[config.mk]
export PLATFORM = sky130hd
export DESIGN_NAME = mmio_responder
export DESIGN_NICKNAME = d
export VERILOG_FILES = /design/src/rtl/mmio_responder.sv
export SDC_FILE = /design/constraint.sdc
export NUM_CORES = 1
export LEC_CHECK = 0
export ABC_AREA = 0
export BUFFER_PORTS_ARGS = -buffer_cell sky130_fd_sc_hd__buf_2
export CAP_MARGIN = 25
export CORE_MARGIN = 2
export CORE_UTILIZATION = 34
export CTS_CLUSTER_DIAMETER = 50
export DETAILED_ROUTE_END_ITERATION = 10
export GPL_ROUTABILITY_DRIVEN = 1
export GPL_TIMING_DRIVEN = 0
export HOLD_SLACK_MARGIN = 0.06
export PLACE_DENSITY = 0.64
export SLEW_MARGIN = 20
export SYNTH_ARGS = -nofsm -noshare
export SYNTH_HDL_FRONTEND = slang
export SYNTH_SLANG_ARGS = --single-unit
[constraint.sdc]
create_clock -name Clock -period 2.38 [get_ports Clock]
set_input_delay 0.119 -clock Clock [delete_from_list [all_inputs] [get_ports Clock]]
set_output_delay 0.119 -clock Clock [all_outputs]
set_load 0.02 [all_outputs]
[src/rtl/mmio_responder.sv]
// mmio_responder: word-addressed I/O window at 0x8000_00xx.
// Serves UART status/RX/TX registers and cycle/instruction counters.
// Read data is registered (one-cycle latency) to line up with the data RAM.
module mmio_responder (
    input  logic        Clock,
    input  logic        Reset,
    input  logic [31:0] req_addr,
    input  logic        req_re,
    input  logic        req_we,
    input  logic [31:0] req_wdata,
    input  logic [3:0]  req_wmask,
    input  logic        inst_retired,
    output logic        io_sel,
    output logic [31:0] rdata,
    output logic        rdata_valid,
    input  logic [7:0]  uart_rx_data,
    input  logic        uart_rx_valid,
    output logic        uart_rx_ready,
    output logic [7:0]  uart_tx_data,
    output logic        uart_tx_valid,
    input  logic        uart_tx_ready
);
    // word offsets (req_addr[7:2])
    localparam logic [5:0] W_STATUS = 6'h00;
    localparam logic [5:0] W_RX     = 6'h01;
    localparam logic [5:0] W_TX     = 6'h02;
    localparam logic [5:0] W_CYCLE  = 6'h04;
    localparam logic [5:0] W_INSTR  = 6'h05;
    localparam logic [5:0] W_CNTRST = 6'h06;

    logic        rx_full;
    logic [7:0]  rx_byte;
    logic [31:0] cycle_cnt;
    logic [31:0] instr_cnt;
    logic [31:0] rd_mux;
    logic [5:0]  word;
    logic        acc_rd;
    logic        acc_wr;

    // byte lanes and low address bits that the map never looks at
    logic unused_bits;
    assign unused_bits = ^{req_addr[1:0], req_wdata[31:8], req_wmask[3:1]};

    assign io_sel        = (req_addr[31:8] == 24'h800000);
    assign word          = req_addr[7:2];
    assign acc_rd        = io_sel && req_re;
    assign acc_wr        = io_sel && req_we;
    assign uart_rx_ready = !rx_full;

    // read mux on pre-edge state
    always_comb begin
        rd_mux = 32'h0;
        case (word)
            W_STATUS: rd_mux = {30'h0, rx_full, !uart_tx_valid};
            W_RX:     rd_mux = rx_full ? {24'h0, rx_byte} : 32'h0;
            W_CYCLE:  rd_mux = cycle_cnt;
            W_INSTR:  rd_mux = instr_cnt;
            default:  rd_mux = 32'h0;
        endcase
    end

    // registered load data and one-cycle valid pulse
    always_ff @(posedge Clock or negedge Reset) begin
        if (!Reset) begin
            rdata       <= 32'h0;
            rdata_valid <= 1'b0;
        end else begin
            rdata_valid <= acc_rd;
            if (acc_rd)
                rdata <= rd_mux;
        end
    end

    // RX holding register: pop on read, capture only when empty
    always_ff @(posedge Clock or negedge Reset) begin
        if (!Reset) begin
            rx_full <= 1'b0;
            rx_byte <= 8'h0;
        end else if (rx_full) begin
            if (acc_rd && word == W_RX)
                rx_full <= 1'b0;
        end else if (uart_rx_valid) begin
            rx_full <= 1'b1;
            rx_byte <= uart_rx_data;
        end
    end

    // TX holding register: writes only land when it was empty before the edge
    always_ff @(posedge Clock or negedge Reset) begin
        if (!Reset) begin
            uart_tx_valid <= 1'b0;
            uart_tx_data  <= 8'h0;
        end else if (uart_tx_valid) begin
            if (uart_tx_ready)
                uart_tx_valid <= 1'b0;
        end else if (acc_wr && word == W_TX && req_wmask[0]) begin
            uart_tx_valid <= 1'b1;
            uart_tx_data  <= req_wdata[7:0];
        end
    end

    // free-running counters; a CNT_RESET write wins over that cycle's increment
    always_ff @(posedge Clock or negedge Reset) begin
        if (!Reset) begin
            cycle_cnt <= 32'h0;
            instr_cnt <= 32'h0;
        end else if (acc_wr && word == W_CNTRST) begin
            cycle_cnt <= 32'h0;
            instr_cnt <= 32'h0;
        end else begin
            cycle_cnt <= cycle_cnt + 32'd1;
            instr_cnt <= instr_cnt + {31'h0, inst_retired};
        end
    end
endmodule
# Word level (Yosys, flattened, before mapping)
# Index checks and enable logic that the tools add are counted.
# totals
ff_bits	115
in_bits	83
out_inout_bits	44
wordCells	39
# classes
n_addsub	2
eq_ne	6
mux	10
bitwise_logic	2
n_reduce_logical	11
# ops
operator	count
$pmux W32 S4	1
$mux W32	2
$add A32 B1 Y32	1
$add A32 B1 Y32 const B	1
$eq A24 B24 Y1 const B	1
$eq A6 B3 Y1 const B	3
$mux W8	1
$eq A6 B1 Y1 const B	1
$eq A6 B2 Y1 const B	1
$logic_and A1 B1 Y1	6
$logic_not A6 Y1	1
$mux W1	6
$reduce_and A2 Y1	2
$logic_not A1 Y1	2
$not A1 Y1	2

# Depth between registers and ports, before layout
# logic_depth
ltp_word	6
ltp_mapped	8
mapped_depth_nobuf	6

# Worst setup path after synthesis
# OpenSTA, ideal clock, no wires.
# synth_path
path_kind	reg2reg
start	register instr_cnt[0]
end	register instr_cnt[31]
setup_ns	0.073
arrival_time_ns	1.908
t_required_ns	2.307
path_slack_ns	0.399
stages_incl_launch_ff	7
n_path_buf	1
period_less_slack_ns	1.981
path_cell_list	dfrtp_1 -> ha_1 -> nand3_1 -> or4_1 -> buf_2 -> or4_4 -> a21oi_2
# synth_via
elab_chain_len	2
# synth_rtl
element	line	source
start: declaration	34	logic [31:0] instr_cnt;
start signal: assignment	112	instr_cnt <= instr_cnt + {31'h0, inst_retired};
$add A32 B1 Y32	112	
$mux W32	107	end else if (acc_wr && word == W_CNTRST) begin
# Every way passes these cells.
# A chain may end at the register's enable or synchronous reset.

# Worst setup path after layout
# layout_path
start	register cycle_cnt[0]
end	register cycle_cnt[22]
# layout_via
elab_chain_len	2
# layout_rtl
element	line	source
start: declaration	33	logic [31:0] cycle_cnt;
start signal: assignment	111	cycle_cnt <= cycle_cnt + 32'd1;
$add A32 B1 Y32	111	
$mux W32	107	
# Every way passes these cells.

==> results.json <==
{
  "seqPwrFrac": 0.434,
  "clock-root-buffer": "clkbuf_16",
  "drv_cap": 0,
  "grt_pass1_vias": 4989,
  "synth_top_area_cell": "dfrtp_1",
  "p_leak_nw": 3.39,
  "clkPwrFrac": 0.490,
  "dieArea_um2": 18300,
  "setup.worst_path.end": "cycle_cnt[22]",
  "rsz0062_at_grt": "no",
  "internal-power_w": 0.00373,
  "die_h_um": 135,
  "post-route-drc-count": 0,
  "drtPass1Iterations": 5,
  "cts_num_sinks": 115,
  "initial_core_util": 0.343,
  "hpwlAfterDp_mm": 10.5,
  "synth_edf_count": 0,
  "h-tree-depth": 4,
  "insertedDiodeCount": 0,
  "max-vdd-ir-drop_mv": 0.540,
  "arrival_ns": 2.58,
  "reg2reg_depth": 6,
  "swShare": 0.231,
  "drtIter0Drc": 299,
  "period_needed_ns": 2.24,
  "nNetsFinal": 785,
  "reg2reg_from": "cycle_cnt[0]",
  "grt_max_degree": 63,
  "syn_area_per_cell_um2": 10.5,
  "synth.yosys.seq_area_share": 0.490,
  "post-route-period-util": 0.940,
  "placedCellCount": 881,
  "syn_to_final_growth_pct": 27.0,
  "core_um2": 17100,
  "synth-seq-cells": 115,
  "final_max_slew_viol_count": 0,
  "nFillCells": 1682,
  "pre_cts_slack_ns": -0.132,
  "drive_gt1_frac": 0.280,
  "gr-usage-all-layers": 0.179,
  "p_comb_frac": 0.077,
  "synthesis.area_um2": 5870,
  "clk_latency_ns": 0.42,
  "synthArstFlopShare": 1.00,
  "worstPathMaxFanout": 10,
  "synth_fp_nets": 645,
  "tightest_slew_ns": 0.810,
  "synth.area.top_cells": "dfrtp_1, mux2_2, mux2i_1",
  "relSlewSlack": 0.460,
  "antenna_found_initial": 0,
  "fmaxAchievable_ghz": 0.447,
  "port_buffers": 96,
  "drt-total-wl_mm": 15.1,
  "finalClockSkew_ns": 0.00719,
  "synthCells": 559,
  "gr-total-overflow": 0,
  "yosys_most_used_dff": "dfrtp_1",
  "critPathRequiredTime_ns": 2.72,
  "status": "finished, final reports clean",
  "finalWorstSetupSlack_ns": 0.142,
  "dieWidth_um": 135,
  "critPathKind": "register to register",
  "wl_per_cell_um": 16.2,
  "powerDensity_nw_per_um2": 651,
  "cts_tree": "done",
  "yosys_warnings": 0,
  "synth_top_area_frac": 0.490,
  "start_kind": "register",
  "timing_hold_violations_final": 0,
  "hold_class": "input port to register",
  "setup.worst_path.end_class": "register",
  "gp_congestion": 0.836,
  "numCtsBuffers": 17,
  "crit_start": "cycle_cnt[0]",
  "setup_viol": 0,
  "r2r-end": "cycle_cnt[22]",
  "cts_buffer_depth": 2,
  "rows": 48,
  "grt_pass1_wl_mm": 25.6,
  "reg2reg_slack_ns": 0.14,
  "ys_types": 51,
  "antenna_left": 0,
  "final_cells": 936,
  "ioPinCount": 127,
  "via_count": 4957,
  "viasPerCell": 5.30,
  "p_sw_w": 0.00112,
  "path_clk_slew_ns": 0.05
}
worst min-delay path by stage:
stage	slack (ns)	endpoint	cells after the start	start
6_report	0.16	cycle_cnt[31]	5	req_addr[19]
5_1_grt	0.19	cycle_cnt[31]	5	req_addr[16]
4_1_cts	0.14	cycle_cnt[31]	5	req_addr[19]
3_5_place_dp	0.12	instr_cnt[29]	1	Reset
3_3_place_gp	0.30	uart_tx_valid	2	uart_tx_ready
2_1_floorplan	-0.18	cycle_cnt[0]	0	Reset
sequential cells by signal (all words and copies together), names as in the netlist:
register and flops:
cycle_cnt 32, instr_cnt 32, rdata 32, rx_byte 8, uart_tx_data 8, rdata_valid 1, rx_full 1, uart_tx_valid 1
worst max-delay path, cell delays in order, from the launching register on:
cell	delay, ns
dfrtp_1	0.43
ha_1	0.26
and4_2	0.36
nand3_1	0.14
clkbuf_1	0.29
or4_1	0.53
a21oi_1	0.15
what timing repair did:
action / in CTS / in global routing
pin swaps: 1 / 1
setup endpoints to repair: 8 / 14
resized for setup: 0 / 3
setup buffers: 2 / 3
hold buffers: 20 / 0
endpoints found under the hold margin: 72 / 0
area by class of cell:
cell class / instances / area (µm²) / share of cell area
Buffer: 31 / 135 / 0.0181
Timing Repair Buffer: 123 / 757 / 0.101
Tap cell: 225 / 282 / 0.0377
Inverter: 12 / 45.0 / 0.00604
Clock buffer: 26 / 499 / 0.0669
Clock inverter: 5 / 50.0 / 0.00671
Multi-Input combinational cell: 399 / 2810 / 0.377
Sequential cell: 115 / 2880 / 0.386
per-stage QoR:
step	total power, W	utilization	area [µm²]	setup TNS, ns	hold WS (ns)
CTS	0.00490	0.434	7430	0	0.144
detailed placement	0.00248	0.390	6670	-4.38	0.115
floorplan	0.00232	-	5870	0	-0.177
finish	0.00485	0.436	7460	0	0.156
global route	0.00505	0.436	7460	0	0.189
global placement	0.00246	0.388	6630	-37.32	0.299
power by group through the flow:
stage / Clock [W] / Sequential [W] / Combinational, W
after detailed placement: 0 / 0.00213 / 0.000346
after floorplan: 0 / 0.00211 / 0.000209
after global routing: 0.00251 / 0.00211 / 0.000432
after global placement: 0 / 0.00213 / 0.000335
after CTS: 0.00242 / 0.00210 / 0.000373
final: 0.00238 / 0.00210 / 0.000372
cell families after synthesis:
logic type,count (synthesis),synth area share
AND/OR/NAND/NOR,209,0.204
buffers and inverters,45,0.0320
multiplexers,73,0.135
flip-flops,115,0.490
AO/OA/AOI/OAI,89,0.0959
XOR/XNOR,25,0.0373
adder cells (fa/ha/maj),3,0.00639
synthesized netlist by cell type (2+ instances only):
master and number:
a21oi_1 33, o21ai_0 15, o31ai_1 18, xor2_1 18
nand2_1 23, a22oi_1 5, mux2_2 48, nor4_1 10
o2bb2ai_1 6, and2_1 4, buf_2 3, xnor2_1 7
nor3_1 3, and4_1 9, buf_4 4, inv_1 12
clkbuf_1 22, nor2b_1 5, ha_1 3, or3_2 3
nand2b_1 2, dfrtp_1 115, o21bai_1 2, nor4_4 2
or3_1 11, buf_1 4, nand3_1 21, or4_1 21
and3_1 7, nor2_1 54, nand4_1 25, mux2i_1 25
metal layers:
layer / track usage / part of all wire / up-vias
met5: 0 / 0 / -
met4: 0.0538 / 0.017 / 0
met3: 0.0520 / 0.040 / 24
met2: 0.289 / 0.49 / 105
met1: 0.233 / 0.45 / 2469
li1: - / - / 2359
cell usage in the layout (no fill, tap or decap), drive strengths merged, types with 5 or more instances in the layout:
cell,n
inv,12
xor2,18
or4,22
or3,14
mux2i,25
nand4,26
dfrtp,115
mux2,48
and3,7
o2bb2ai,6
xnor2,7
o31ai,18
nor2,54
nand3,21
o21ai,15
dlygate4sd3,20
nand2,23
clkbuf,47
nor4,12
and4,10
buf,113
a22oi,5
nor2b,5
a21oi,34
(Power assumes the default switching activity.)
